$ cat src/rtl/cube_frame_scheduler.sv
// Full-screen refresh sequencer: scans the panel raster, streams renderer pixels over valid/ready,
// and freezes a cube-state snapshot per frame so mid-frame updates never tear the image.
module cube_frame_scheduler #(
    parameter int unsigned H_RES = 320,
    parameter int unsigned V_RES = 240
) (
    input  logic         clock,
    input  logic         reset,
    input  logic [143:0] state_in,
    input  logic         state_valid,
    input  logic         refresh_req,
    output logic [8:0]   x,
    output logic [7:0]   y,
    output logic [143:0] snap_state,
    input  logic [15:0]  pixel_in,
    output logic [15:0]  px_data,
    output logic         px_valid,
    input  logic         px_ready,
    output logic         frame_start,
    output logic         busy,
    output logic         frame_done
);
    typedef enum logic [1:0] {IDLE, LATCH, STREAM, DONE} state_t;

    state_t       state;
    state_t       state_next;
    logic [143:0] pending;
    logic         dirty;
    logic         req_flag;
    logic         beat;
    logic         last_col;
    logic         last_row;

    assign last_col    = (x == 9'(H_RES - 1));
    assign last_row    = (y == 8'(V_RES - 1));
    assign beat        = (state == STREAM) && px_ready;

    assign px_data     = pixel_in;
    assign px_valid    = (state == STREAM);
    assign frame_start = (state == STREAM) && (x == '0) && (y == '0);
    assign busy        = (state != IDLE);
    assign frame_done  = (state == DONE);

    always_ff @(posedge clock or posedge reset) begin
        if (reset) state <= IDLE;
        else       state <= state_next;
    end

    always_comb begin
        state_next = state;
        case (state)
            IDLE:    if (refresh_req || dirty || req_flag) state_next = LATCH;
            LATCH:   state_next = STREAM;
            STREAM:  if (beat && last_col && last_row) state_next = DONE;
            DONE:    state_next = IDLE;
            default: state_next = IDLE;
        endcase
    end

    always_ff @(posedge clock or posedge reset) begin
        if (reset) begin
            pending    <= '0;
            dirty      <= 1'b0;
            req_flag   <= 1'b0;
            snap_state <= '0;
            x          <= '0;
            y          <= '0;
        end else begin
            if (state == LATCH) begin
                snap_state <= pending;
                x          <= '0;
                y          <= '0;
                dirty      <= 1'b0;
                req_flag   <= 1'b0;
            end
            // Later assignments win: a strobe in the LATCH cycle keeps dirty/req_flag set.
            if (state_valid) begin
                pending <= state_in;
                dirty   <= 1'b1;
            end
            if (refresh_req && state != IDLE) req_flag <= 1'b1;

            if (beat && !(last_col && last_row)) begin
                if (last_col) begin
                    x <= '0;
                    y <= y + 8'd1;
                end else begin
                    x <= x + 9'd1;
                end
            end
        end
    end
endmodule
$ cat config.mk
export PLATFORM = sky130hd
export DESIGN_NAME = cube_frame_scheduler
export DESIGN_NICKNAME = d
export VERILOG_FILES = /design/src/rtl/cube_frame_scheduler.sv
export SDC_FILE = /design/constraint.sdc
export NUM_CORES = 1
export LEC_CHECK = 0
export BUFFER_PORTS_ARGS = -buffer_cell sky130_fd_sc_hd__buf_2
export CORE_UTILIZATION = 45
export DETAILED_ROUTE_END_ITERATION = 8
export PLACE_DENSITY = 0.71
export SETUP_SLACK_MARGIN = 0.4
export SLEW_MARGIN = 30
export SYNTH_ARGS = -nofsm -noshare
export SYNTH_HDL_FRONTEND = slang
export SYNTH_SLANG_ARGS = --single-unit
$ cat constraint.sdc
create_clock -name clock -period 11.3 [get_ports clock]
set_clock_uncertainty 0.2 [all_clocks]
set_input_delay 0.565 -clock clock [delete_from_list [all_inputs] [get_ports clock]]
set_output_delay 0.565 -clock clock [all_outputs]
set_load 0.05 [all_outputs]
# Yosys cells after proc, flatten, opt, wreduce, memory -nomap -nowiden
# Index checks and enable logic that the tools add are counted.
# W data, S select, Z words.
# word_totals
regBits	309
latch_bits	0
ramBits	0
mem_bits_ro	0
out_inout_bits	181
wordCells	47
mem_count	0
# classes
n_addsub	2
mul	0
n_div	0
order_cmp	0
n_eq_ne	7
shift	0
n_mux	12
bitwise_logic	0
reduce_logical	19
# ops
op	count
$mux W9	3
$mux W8	3
$add A9 B1 Y9 const B	1
$eq A9 B9 Y1 const B	1
$logic_not A9 Y1	1
$add A8 B1 Y8 const B	1
$eq A8 B8 Y1 const B	1
$logic_and A1 B1 Y1	8
$logic_not A8 Y1	1
$pmux W2 S4	1
$reduce_bool A2 Y1	4
$eq A2 B2 Y1 const B	2
$mux W2	2
$mux W1	3
$eq A2 B1 Y1 const B	1
$logic_not A2 Y1	1
$logic_or A1 B1 Y1	2
$ne A2 B1 Y1 const B	1
$ne A2 B2 Y1 const B	1
$reduce_and A2 Y1	1
$logic_not A1 Y1	1

# Logic depth before layout (Yosys ltp)
# Gate-level depths: netlist of the first run.
# depth
depth_word	6
ltp_mapped	8
mapped_depth_nobuf	6

# Least setup slack after synthesis of the first run
# No wires, ideal clock.
# synth_path
path_type	register to output
startpoint	reg state[0]
endpoint	out frame_start
arrival_time_ns	2.030
required_ns	10.535
slack_ns	8.505
stages_incl_launch_ff	6
n_path_buf	1
cell_sequence	dfrtp_1 > inv_1 > ha_1 > clkbuf_2 > nand4_1 > nor2_1
# synth_between
elab_chain_cells	3
# synth_rtl
element	line_no	text
start, declared	25	state_t state;
start signal, assigned	46	else state <= state_next;
$eq A2 B2 Y1	--	
via px_valid	17	output logic px_valid,
$logic_and A1 B1 Y1 (2 in a row)	40	assign frame_start = (state == STREAM) && (x == '0) && (y == '0);
end, declared	19	output logic frame_start,
# The timed path passes the listed nets, and every way through them passes these cells.

# Worst setup path after layout of the first run
# layout_path
startpoint	reg state[0]
endpoint	out frame_start
# layout_between
elab_chain_cells	3
# layout_rtl
element	line_no
$eq A2 B2 Y1	40
$logic_and A1 B1 Y1 (2 in a row)	40
# Every way passes these cells.

==> impl_metrics.tcl, run 1 <==
set metrics [dict create \
    die_w_um 167 \
    ff2ff_path_depth 7 \
    synth_seq_cells 309 \
    maxSlewHeadroom 0.375 \
    r2r-end "x[7]" \
    synth_area_per_cell_um2 15.7 \
    holdBufCountCts 1 \
    h-tree-depth 1 \
    fin_cells 1435 \
    synthArstFlopShare 1.00 \
    crit_path_max_incr_delay_ns 0.45 \
    dr.first_iter.drc_count 472 \
    gp_congestion 0.800 \
    post_drt_wl_per_cell_um 17.9 \
    ios 346 \
    coreArea_mm2 0.0263 \
    via_count 7424 \
    max_freq_mhz 342 \
    synthFlopType "dfrtp_1" \
    grt_pass1_vias 7910 \
    wirelength_um 25700 \
    critPathLaunchType "register" \
    hold_path_class "input port to register" \
    synth.net_count 952 \
    die-area_mm2 0.0277 \
    dpl.hpwl_um 17400 \
    cap_violations 0 \
    tightest_slew_ns 0.938 \
    ff2ff_setup_slack_ns 8.46 \
    crit_arrival_ns 2.16 \
    first_pass_iters 6 \
    syn_area_mm2 0.0122 \
    status "complete, but fails checks" \
    cp-startpoint "state[0]" \
    cts.path.max_buffers 3 \
    initial_utilization 0.464 \
    postRouteAntennaNets 0 \
    worstPathRequired_ns 10.54 \
    root_buffer "clkbuf_16" \
    num_rows 59 \
    cts_resized 0 \
    post-cts-setup-buffer-count 0 \
    drive_above_1_share 0.616 \
    cp-end-kind "output pin" \
    final_core_utilization 0.571 \
    setup_violations 0 \
    path_class "register to output pin" \
    power_density_mw_per_mm2 161 \
    worstHoldStart "state_in[29]" \
    track_usage 0.186 \
    nFillCells 2167 \
    finalHoldViolCount 0 \
    drc 50 \
    synth.distinct_cells 51 \
    timing.rr.start "state[1]" \
    synth_edf_count 0 \
    finalSetupTns_ns 0 \
    hold_ws_ns 0.0339 \
    cp_cell_sequence "inv_1 > ha_1 > nand4_1 > nor2_1 > buf_2" \
    layout_common_cells "312 x buf_2, 309 x dfrtp_1, 290 x mux2_2" \
    clock_latency_ns 0.55 \
    slew_violations 0 \
    grt_pass1_wl_um 42100 \
    yosys_warnings 0 \
    synth-seq-area-share 0.634 \
    area_delta_synth_final_pct 23.0 \
    die_h_um 167 \
    io_buffers 313 \
    clk_pin_slew_ns 0.06 \
    worstPathMaxFanout 9 \
    numCtsBuffers 31 \
    violations "design-rule violations" \
    rsz0062_at_grt "false" \
    whs_path_depth 2 \
    grt-ovfl-total 0 \
    numPlacedInstances 1378 \
    syn_inst 778 \
    cpMaxStageDelayCell "dfrtp_1" \
    fin_crit_ns 2.93 \
    grt_max_degree 85 \
    cts_sinks 309 \
    whs_endpoint "pending[29]" \
    post-route-period-util 0.259 \
    via_per_inst 5.17 \
    final_nets 1251 \
    power.leakage_nw 7.70 \
    layout_commonest_cell "buf_2" \
    antenna_found_initial 4 \
    ir_drop_mv 0.129 \
    cts_tree "yes" \
]
==> per-layer routing <==
metal | share of wire | track usage | vias up
li1 | - | - | 3368
met5 | 0.0013 | 0 | -
met2 | 0.46 | 0.302 | 258
met3 | 0.10 | 0.0744 | 45
met4 | 0.021 | 0.0475 | 6
met1 | 0.41 | 0.232 | 3747
==> cell families after synthesis <==
kind of cell    synth area share
flops                      0.634
mux                        0.269
buf+inv                   0.0293
simple gates              0.0336
compound gates            0.0232
fa+ha+maj                0.00924
xor+xnor                 0.00144
==> worst max-delay path, delay by kind of cell, from the launching register on <==
kind / cells / cell delay [ns]
flops: 1 / 0.45
fa+ha+maj: 1 / 0.36
simple gates: 2 / 0.35
buf+inv: 2 / 0.44
==> sequential cells by signal, indices dropped and copies added (netlist names) <==
| register | count |
|---|---|
| dirty | 1 |
| pending | 144 |
| req_flag | 1 |
| snap_state | 144 |
| state | 2 |
| x | 9 |
| y | 8 |
==> cell usage after synthesis (all sizes together), types with 2 or more instances <==
cell type	count	area share
a31oi	2	0.0010
a211o	3	0.0023
nor3	5	0.0021
and3	4	0.0021
nor4	4	0.0033
mux2	290	0.27
and2	2	0.0010
o31ai	3	0.0018
nand3	11	0.0045
nor4b	2	0.0014
nor3b	5	0.0035
clkbuf	21	0.0083
or4	2	0.0013
buf	33	0.017
or3	2	0.0010
nor2	7	0.0022
or2	2	0.0010
nand2	10	0.0031
nand4	5	0.0038
o211ai	5	0.0031
and4	2	0.0014
ha	9	0.0092
a22o	2	0.0016
inv	12	0.0037
a221o	3	0.0026
o21ai	5	0.0021
a21oi	5	0.0024
dfrtp	309	0.63
==> final cells by class <==
class / instances / area, um^2 / share of cell area
clock inverter: 10 / 109 / 0.00726
multi-input combinational: 403 / 4110 / 0.274
inverter: 12 / 52.6 / 0.00350
tap: 335 / 419 / 0.0280
sequential: 309 / 7730 / 0.516
clock buffer: 45 / 928 / 0.0619
antenna: 1 / 2.50 / 0.000167
timing repair buffer: 320 / 1640 / 0.109
==> power by group <==
group          switching (W)  leakage [nW]  internal (W)
Sequential         0.0000466          3.96       0.00117
Clock               0.000413         0.511      0.000611
Combinational      0.0000983          3.23     0.0000841
==> how the worst max path moves through the flow <==
stage	end	slack, ns	cells past startpoint
final	frame_start	8.37	5
after global routing	snap_state[11]	8.25	5
after CTS	frame_start	8.36	5
after detailed placement	pending[135]	8.43	3
after global placement	pending[103]	7.94	4
after floorplan	dirty	1.99	1
==> through the flow <==
step,power (W),area (um^2),worst slack (ns)
after CTS,0.00245,15000,8.36
after detailed placement,0.00142,13900,8.43
final,0.00242,15000,8.37
after global routing,0.00251,15000,8.25
after global placement,0.00141,13900,7.94
after floorplan,0.00137,12200,1.99
Power figures use the tool's default switching activity.
==> run 2: changes to the inputs <==
==> constraint.sdc (replaced) <==
create_clock -name clock -period 3 [get_ports clock]
set_clock_uncertainty 0.2 [all_clocks]
set_input_delay 0.15 -clock clock [delete_from_list [all_inputs] [get_ports clock]]
set_output_delay 0.15 -clock clock [all_outputs]
set_load 0.05 [all_outputs]
==> run 2 against run 1 <==
  * The flow still finishes with violations (design-rule violations)
  * Flip-flop and latch count unchanged
  * Clock-buffer cell count increased by 3
  * Core utilization increased by 6.4 points
  * Final cell count increased by 11%
  * Largest cell class unchanged
  * Largest power group unchanged
  * Sequential share of layout area decreased by 5.2 points
==> impl_metrics.tcl, run 2 (synthesis results as in run 1) <==
set metrics [dict create \
    cts_tree "yes" \
    cpLargestDelayFamily "simple AND/OR/NAND/NOR gates" \
    final_nets 1409 \
    num_rows 59 \
    ir_drop_mv 0.510 \
    antenna_found_initial 0 \
    top_regs "pending x144, snap_state x144, x x9" \
    p_clk_frac 0.427 \
    grt-ovfl-total 0 \
    finalSetupTns_ns 0 \
    first_pass_iters 9 \
    cts_sinks 309 \
    worstPathRequired_ns 3.22 \
    maxSlewHeadroom 0.493 \
    switchingPower_w 0.00224 \
    h-tree-depth 2 \
    nFillCells 1925 \
    grt_pass1_vias 8969 \
    path_buf_inv 1 \
    ios 346 \
    crit_path_max_incr_delay_ns 0.44 \
    io_buffers 313 \
    p_int_w 0.00727 \
    crit_arrival_ns 2.66 \
    die_w_um 167 \
    slew_violations 0 \
    rsz0062_at_grt "false" \
    fin_cells 1592 \
    drive_above_1_share 0.544 \
    max_freq_mhz 411 \
    power_density_mw_per_mm2 570 \
    hold_path_class "input port to register" \
    cts.path.max_buffers 3 \
    drc 22 \
    setup_violations 0 \
    path_class "register to register" \
    clk_pin_slew_ns 0.06 \
    status "complete, but fails checks" \
    numPlacedInstances 1382 \
    fin_crit_ns 2.43 \
    dpl.hpwl_um 17300 \
    wirelength_um 28400 \
    cap_violations 0 \
    combPwrFrac 0.092 \
    postRouteAntennaNets 0 \
    numCtsBuffers 34 \
    post-route-period-util 0.812 \
    cp_cell_sequence "inv_1 > ha_2 > and2_1 > nand4_1 > or3_1 > o21ai_0" \
    layout_common_cells "312 x buf_2, 309 x dfrtp_1, 290 x mux2_2" \
    cpMaxStageDelayCell "dfrtp_1" \
    post_drt_wl_per_cell_um 17.8 \
    initial_utilization 0.464 \
    clock_latency_ns 0.51 \
    tightest_slew_ns 0.750 \
    seqPwrFrac 0.481 \
    layout_commonest_cell "buf_2" \
    dr.first_iter.drc_count 408 \
    cp-end-kind "register" \
    via_count 8127 \
    worstPathMaxFanout 10 \
    die_h_um 167 \
    antenna_cells 0 \
    gp_congestion 0.828 \
    violations "design-rule violations" \
    power.leakage_nw 8.40 \
    via_per_inst 5.10 \
    finalHoldViolCount 0 \
    swShare 0.235 \
    coreArea_mm2 0.0263 \
    grt_pass1_wl_um 46600 \
    die-area_mm2 0.0277 \
    critPathLaunchType "register" \
    final_core_utilization 0.635 \
    grt_max_degree 131 \
    area_delta_synth_final_pct 36.9 \
    track_usage 0.208 \
    root_buffer "clkbuf_16" \
]
run 2: changes by cell type in the layout (fill, tap and decap cells not counted), sizes merged:
cell	delta
buf	+4
inv	+1
bufinv	-1
clkbuf	+3
diode	-1
dlygate4sd3	+151
run 2: worst reg2reg max path, cell delays in order (launching register included):
cell and delay [ns]:
dfrtp_1 0.44, inv_1 0.17, ha_2 0.30, and2_1 0.39, nand4_1 0.35, or3_1 0.43
o21ai_0 0.08
run 2: final timing paths:
path / startpoint / end / slack, ns / depth (start not counted)
hold reg to reg: pending[10] / snap_state[10] / 0.30 / 1
min in group asynchronous: reset / y[2] / 0.03 / 3
setup reg to reg: state[0] / y[5] / 0.57 / 6
max in group asynchronous: reset / pending[117] / 1.54 / 4
setup / recovery: state[0] / y[5] / 0.57 / 6
hold / removal: state_valid / pending[50] / 0.01 / 2
run 2: layout make-up:
| type | count | area [um^2] | share of cell area |
|---|---|---|---|
| inverter | 12 | 48.8 | 0.00293 |
| clock inverter | 10 | 100 | 0.00600 |
| clock buffer | 48 | 995 | 0.0596 |
| timing repair buffer | 475 | 3270 | 0.196 |
| sequential | 309 | 7730 | 0.464 |
| multi-input combinational | 403 | 4120 | 0.247 |
| tap | 335 | 419 | 0.0251 |
run 2: power by group through the flow:
stage               Sequential, W  Combinational (W)  Clock (W)
detailed placement        0.00464           0.000715          0
global route              0.00460           0.000955    0.00434
finish                    0.00457           0.000878    0.00406
floorplan                 0.00467           0.000492          0
CTS                       0.00456           0.000882    0.00419
global placement          0.00463           0.000696          0
run 2: what timing repair did:
| item | 4_1_cts | 5_1_grt |
|---|---|---|
| buffers inserted | 0 | 0 |
| resized for setup | 0 | 1 |
| hold endpoints to repair | 216 | 0 |
| setup endpoints to repair | 0 | 1 |
| hold buffers | 152 | 0 |
run 2: layer usage:
metal,part of all wire,global-route usage,up-vias
met5,0,0,-
met4,0.027,0.0684,0
met3,0.084,0.0673,65
met2,0.49,0.357,281
met1,0.40,0.247,4093
li1,-,-,3688
run 2: per-stage QoR:
step                      hold slack (ns)  instance area [um^2]  power (W)  setup slack [ns]
after floorplan                     0.102                 12200    0.00516             -1.46
after global placement            0.00711                 14100    0.00532             0.651
after detailed placement           0.0112                 14100    0.00535             0.538
after CTS                         0.00278                 16700    0.00963             0.523
after global routing               0.0215                 16700    0.00990             0.444
final                              0.0147                 16700    0.00950             0.565
